<file path="src/rtl/spi_master_16bit.sv">
// SPI mode-0 master for 16-bit MSB-first frames; SCLK is derived from clk_in by a
// half-period counter, so the whole block lives in one clock domain.
module spi_master_16bit #(
    parameter int CLK_DIV = 6
) (
    input  logic        clk_in,
    input  logic        rst,
    input  logic        start,
    input  logic [15:0] tx_data,
    input  logic        SPI_MISO,
    output logic        SPI_CS,
    output logic        SPI_SCLK,
    output logic        SPI_MOSI,
    output logic [15:0] rx_data,
    output logic        busy,
    output logic        done
);

    localparam int CW = $clog2(CLK_DIV);
    localparam logic [CW-1:0] DIV_LAST = CW'(CLK_DIV - 1);
    // Falling edge 15 is the 31st SCLK toggle after rising edge 0.
    localparam logic [4:0] LAST_TOGGLE = 5'd30;

    typedef enum logic [2:0] {
        S_IDLE,
        S_SETUP,
        S_SHIFT,
        S_HOLD,
        S_GAP
    } state_t;

    state_t          state_q;
    logic [CW-1:0]   div_q;
    logic [4:0]      edge_q;
    logic [14:0]     tx_sr_q;
    logic [15:0]     rx_sr_q;
    logic [15:0]     rx_data_q;
    logic            cs_q;
    logic            sclk_q;
    logic            mosi_q;
    logic            busy_q;
    logic            done_q;
    logic            half_done;

    assign half_done = (div_q == DIV_LAST);

    always_ff @(posedge clk_in or negedge rst) begin
        if (!rst) begin
            state_q   <= S_IDLE;
            div_q     <= '0;
            edge_q    <= '0;
            tx_sr_q   <= '0;
            rx_sr_q   <= '0;
            rx_data_q <= '0;
            cs_q      <= 1'b1;
            sclk_q    <= 1'b0;
            mosi_q    <= 1'b0;
            busy_q    <= 1'b0;
            done_q    <= 1'b0;
        end else begin
            done_q <= 1'b0;
            case (state_q)
                S_IDLE: begin
                    div_q <= '0;
                    if (start) begin
                        tx_sr_q <= tx_data[14:0];
                        mosi_q  <= tx_data[15];
                        cs_q    <= 1'b0;
                        busy_q  <= 1'b1;
                        edge_q  <= '0;
                        state_q <= S_SETUP;
                    end
                end
                S_SETUP: begin
                    if (half_done) begin
                        div_q   <= '0;
                        sclk_q  <= 1'b1;
                        rx_sr_q <= {rx_sr_q[14:0], SPI_MISO};
                        state_q <= S_SHIFT;
                    end else begin
                        div_q <= div_q + 1'b1;
                    end
                end
                S_SHIFT: begin
                    if (half_done) begin
                        div_q  <= '0;
                        edge_q <= edge_q + 1'b1;
                        if (sclk_q) begin
                            sclk_q <= 1'b0;
                            if (edge_q == LAST_TOGGLE) begin
                                state_q <= S_HOLD;
                            end else begin
                                mosi_q  <= tx_sr_q[14];
                                tx_sr_q <= {tx_sr_q[13:0], 1'b0};
                            end
                        end else begin
                            sclk_q  <= 1'b1;
                            rx_sr_q <= {rx_sr_q[14:0], SPI_MISO};
                        end
                    end else begin
                        div_q <= div_q + 1'b1;
                    end
                end
                S_HOLD: begin
                    if (half_done) begin
                        div_q     <= '0;
                        cs_q      <= 1'b1;
                        mosi_q    <= 1'b0;
                        rx_data_q <= rx_sr_q;
                        done_q    <= 1'b1;
                        state_q   <= S_GAP;
                    end else begin
                        div_q <= div_q + 1'b1;
                    end
                end
                S_GAP: begin
                    if (half_done) begin
                        div_q   <= '0;
                        busy_q  <= 1'b0;
                        state_q <= S_IDLE;
                    end else begin
                        div_q <= div_q + 1'b1;
                    end
                end
                default: state_q <= S_IDLE;
            endcase
        end
    end

    assign SPI_CS   = cs_q;
    assign SPI_SCLK = sclk_q;
    assign SPI_MOSI = mosi_q;
    assign rx_data  = rx_data_q;
    assign busy     = busy_q;
    assign done     = done_q;

endmodule
</file>
<file path="config.mk">
export PLATFORM = sky130hd
export DESIGN_NAME = spi_master_16bit
export DESIGN_NICKNAME = d
export VERILOG_FILES = /design/src/rtl/spi_master_16bit.sv
export SDC_FILE = /design/constraint.sdc
export NUM_CORES = 1
export LEC_CHECK = 0
export ABC_AREA = 1
export CORE_MARGIN = 2
export CORE_UTILIZATION = 30
export CTS_CLUSTER_DIAMETER = 40
export CTS_CLUSTER_SIZE = 20
export DETAILED_ROUTE_END_ITERATION = 16
export SLEW_MARGIN = 20
export SYNTH_ARGS = -nofsm -noshare
export SYNTH_HDL_FRONTEND = slang
export SYNTH_SLANG_ARGS = --single-unit
</file>
<file path="constraint.sdc">
create_clock -name clk_in -period 1.9 [get_ports clk_in]
set_input_delay 0.475 -clock clk_in [delete_from_list [all_inputs] [get_ports clk_in]]
set_output_delay 0.475 -clock clk_in [all_outputs]
set_load 0.005 [all_outputs]
</file>
Word level (Yosys, flattened, before mapping):

Index checks and enable logic that the tools add are counted.

* $add $sub $neg: 2
* reduce and logical (&&, ||, !) cells: 17
* eq/ne operators: 15
* multiplexer cells: 38

Operators by type and width (number)
* 15-bit two-way mux: 4
* 16-bit two-way mux: 3
* 16-bit case mux with 2 select lines: 1
* 15-bit case mux with 2 select lines: 1
* 3-bit two-way mux: 8
* 2-bit inequality test (second input constant): 9
* 3-bit case mux with 5 select lines: 1
* 1-bit two-way mux: 12
* 3-bit AND reduction: 4
* 5-bit two-way mux: 2
* 5-bit case mux with 2 select lines: 1
* 2-bit nonzero test: 5
* 7-bit AND reduction: 1
* 3-bit by 2-bit equality test with 1-bit output (second input constant): 2
* 3-bit equality test (second input constant): 2
* 1-bit case mux with 2 select lines: 3
* 3-bit case mux with 2 select lines: 1
* 6-bit AND reduction: 1
* 5-bit by 1-bit adder with 5-bit output (second input constant): 1
* 5-bit equality test (second input constant): 1
* 5-bit AND reduction: 1
* 4-bit AND reduction: 1
* 4-bit OR reduction: 1
* 3-bit by 1-bit adder with 3-bit output (second input constant): 1
* other kinds (5): 5

* flip-flop bits (word level): 63
* output and inout bits: 21

Logic depth before layout (Yosys ltp):

* word-level depth: 5
* depth in mapped cells: 9

Least setup slack after synthesis:

OpenSTA, ideal clock, no wires.

* path kind: register to register
* from: reg state_q[0]
* to: reg tx_sr_q[10]
* arrival: 1.245 ns
* setup time: 0.116 ns
* setup slack: 0.538 ns
* period minus slack after synthesis: 1.362 ns
* buffers on the path: 2
* data required time: 1.784 ns
* stages on the path, launching flop included: 9
* path through: dfrtp_1 > buf_2 > nor2_4 > nand2_1 > nor2_8 > nand2_4 > buf_6 > nand2_2 > nand2_1

* word-level cells in the longest chain between the ends: 3
* elaborated cells on any way between the ends: 9
* those cells by class: 5 x eq/ne; 1 x mux; 3 x reduce/logical

Ends and longest elaborated chain
* start: declaration: RTL line 32 `state_t state_q;`
* start signal: assignment: RTL line 49 `state_q <= S_IDLE;`
* start signal: assignment: RTL line 71 `state_q <= S_SETUP;`
* start signal: assignment: RTL line 79 `state_q <= S_SHIFT;`
* 3-bit by 2-bit equality test with 1-bit output / 3-bit logical NOT (equally long branches): RTL line 62 `case (state_q)`
* 2-bit inequality test (no line) / 2-bit nonzero test (equally long branches)
* 5-bit AND reduction (no line)
* end signal: assignment: RTL line 66 `tx_sr_q <= tx_data[14:0];`
* end signal: assignment: RTL line 94 `tx_sr_q <= {tx_sr_q[13:0], 1'b0};`
* end: declaration: RTL line 35 `logic [14:0] tx_sr_q;`

Several ways; a longest one is shown, not always the timed one.
A chain may end at the register's enable or synchronous reset.

Final worst setup path:

* from: reg rx_data_q[0] (netlist: rx_data[0])
* to: out rx_data[0]

RTL lines
* start: declaration: RTL line 37 `logic [15:0] rx_data_q;`
* start signal: assignment: RTL line 109 `rx_data_q <= rx_sr_q;`
* end: declaration: RTL line 14 `output logic [15:0] rx_data,`

No word-level cell between the ends.

==> run summary <==
H-Tree Depth -> 3
Combinational Power Share -> 34.9%
yosys warns -> 0
Die Ht -> 103 µm
FF-to-FF setup slack -> 0.26 ns
Clock Skew -> 0.00776 ns
Fin Setup TNS -> 0 ns
fin crit share -> 89.4%
syn avg cell area -> 8.52 µm²
Worst-Skew Late Latency -> 0.34 ns
post-synth top area share -> 53.1%
post-synth cell types -> 22
Slew Limit Fails -> 0
worst rel slew slack -> 63.8%
leakage -> 1.75 nW
Post-Synth Adder-Cell Area -> 0.857%
P_int -> 2.62 mW
cts bufs inserted -> 9
Max rail drop VDD -> 654 µV
CP Data Arrival Time -> 1.22 ns
count of input and output buffers -> 40
RSZ-0062 raised after global routing -> false
ANT nets after route -> 0
hold slack -> 0.0343 ns
Setup Viol. Count Final -> 0
largest area contributor in the netlist -> dfrtp_1
post-synthesis mux area share -> 0%
Power Density -> 1190 nW/µm²
CP max stage delay -> 0.53 ns
clock slew at the register clock pins of the worst setup and hold paths -> 0.07 ns
Hold Fails Final Rpt -> 0
Post-DP HPWL -> 3.91 mm
max-cap violations -> 0
status -> complete, no violations
kind of cell adding the most delay to the critical path -> buffers and inverters
vias per inst -> 4.34
vias in the first global route -> 2,218
filler-free cell count of the finished design -> 527
row cnt -> 36
dpl ws -> 0.139 ns
switching power total -> 1.69 mW
Routed wire per std cell -> 10.8 µm
fin nets -> 411
ant diodes -> 0
worst hold path type -> primary input to async pin
clk sinks -> 63
Seq pwr share -> 41.4%
CTS max path bufs -> 2
post-synthesis compound-gate area fraction -> 7.97%
CP max-delay cell -> clkdlybuf4s50_1
crit path max fanout -> 2
CP startpoint kind -> flop
global route total overflow -> 0
GRT Total Usage -> 12.1%
Sw Share -> 39.1%
commonest non-fill, non-tap cell in the layout -> nand2_1
Mapped Nets -> 365
Layout fillers -> 982
total wire length -> 5.71 mm
initial antenna violation count -> 0
DR pass1 iterations -> 4
most frequent cells in the layout -> nand2_1, dfrtp_1, clkdlybuf4s50_1, nand3_1, o21ai_1
Final min period -> 1.70 ns
drt initial violations -> 97
Clock Power Share -> 23.8%
top cells by area, synth -> dfrtp_1, nand2_1, nand3_1, o21ai_1, o21ai_0
sequential share of the synthesized area -> 54.0%
worst path bufs/invs -> 1
XOR/XNOR share of the synthesized area -> 0.899%
Crit Path Class -> flop to output port
Crit. End Element -> output port
post-synthesis simple-gate area fraction -> 29.7%
crit path cell chain -> clkdlybuf4s50_1
DRC -> 0
Reg2Reg Depth -> 7
Req. time, crit path -> 1.42 ns
share of layout cells above drive strength 1 -> 14.0%
Routability Congestion -> 0.809
Area Overhead vs Synth -> 24.5%
combinational family with the most area after synthesis -> simple AND/OR/NAND/NOR gates
first-pass GRT wire length -> 10.0 mm
Least-Margin Pin Slew -> 0.541 ns
Core ar. -> 9590 µm²
worst setup margin -> 0.201 ns
number of placed instances, taps included -> 511
CTS root buf -> clkbuf_8
vias -> 2,288
Die Wd -> 103 µm
CTS tree -> done
largest net degree at the start of global routing -> 36
Max Freq -> 0.588 GHz
Crit path depth -> 1
Synth Instances -> 343
post-synthesis sequential element count -> 63
number of top-level pins -> 41
Initial Utilization -> 30.5%
DIE AREA -> 10,500 µm²
synthesized area -> 2920 µm²
## cells in the mapped netlist
master	n
dfstp_2	1
inv_1	20
dfrtp_1	62
buf_6	1
nor3_1	1
buf_4	9
o211ai_1	1
nor2_1	8
ha_1	2
nand3_1	26
nand3_2	3
xor2_1	3
nand2_2	13
nand2_1	132
nor2_8	2
nor2_4	2
o21ai_0	17
o21ai_1	25
inv_2	6
a21oi_1	3
buf_2	3
nand2_4	3
## metal layers
metal | vias to the layer above | GRT usage [%] | part of all wire, %
met5 | - | 0 | 0
met3 | 4 | 4.95 | 5.8
met4 | 0 | 3.18 | 0.44
li1 | 1178 | - | -
met1 | 1049 | 16.0 | 50
met2 | 57 | 18.7 | 44
## area by class of cell
cell class	count	area (µm²)	area share, %
tap	133	166	4.58
inverter	26	97.6	2.68
timing repair buffer	48	470	12.9
clock inverter	7	48.8	1.34
clock buffer	9	124	3.41
sequential	63	1580	43.4
multi-input combinational	241	1150	31.7
## path summary, 6_finish.rpt
| check | startpoint | endpoint |
|---|---|---|
| max in group asynchronous | rst | SPI_CS |
| hold / removal | rst | rx_data[6] |
| setup reg to reg | state_q[1] | rx_sr_q[5] |
| hold reg to reg | rx_sr_q[0] | rx_sr_q[0] |
| min in group clk_in | rx_sr_q[0] | rx_sr_q[0] |
| setup / recovery | rx_data[0] | rx_data[0] |
## power groups by stage
stage | logic [mW] | clock network [mW] | registers [mW]
floorplan | 1.18 | 0 | 1.76
global placement | 1.49 | 0 | 1.80
detailed placement | 1.53 | 0 | 1.80
CTS | 1.52 | 1.07 | 1.78
global route | 1.72 | 1.13 | 1.81
finish | 1.50 | 1.02 | 1.78
## metrics by stage
stage	total power [mW]	util, %	instance area, µm²
6_report	4.31	37.9	3640
5_1_grt	4.67	37.9	3640
4_1_cts	4.37	37.9	3630
3_5_place_dp	3.32	36.1	3460
3_3_place_gp	3.29	36.1	3460
2_1_floorplan	2.94	-	2920
## state kept, by name, indices dropped and copies added, names as in the netlist
| register | count |
|---|---|
| rx_sr_q | 16 |
| busy | 1 |
| edge_q | 5 |
| SPI_CS | 1 |
| div_q | 3 |
| done | 1 |
| SPI_MOSI | 1 |
| SPI_SCLK | 1 |
| tx_sr_q | 15 |
| state_q | 3 |
| rx_data | 16 |
## repair_timing
item                                    4_1_cts  5_1_grt
gates resized for setup                       0        1
hold buffers                                  0        0
endpoints found under the setup margin        0        1
setup buffers                                 0        0
## kinds of logic after synthesis
group,count (synthesis)
DFF,63
adders and majority gates,2
buffers and inverters,39
and+or+nand+nor,190
xor gates and xnor gates,3
AOI/OAI and AO/OA,46
Power figures use the tool's default switching activity.
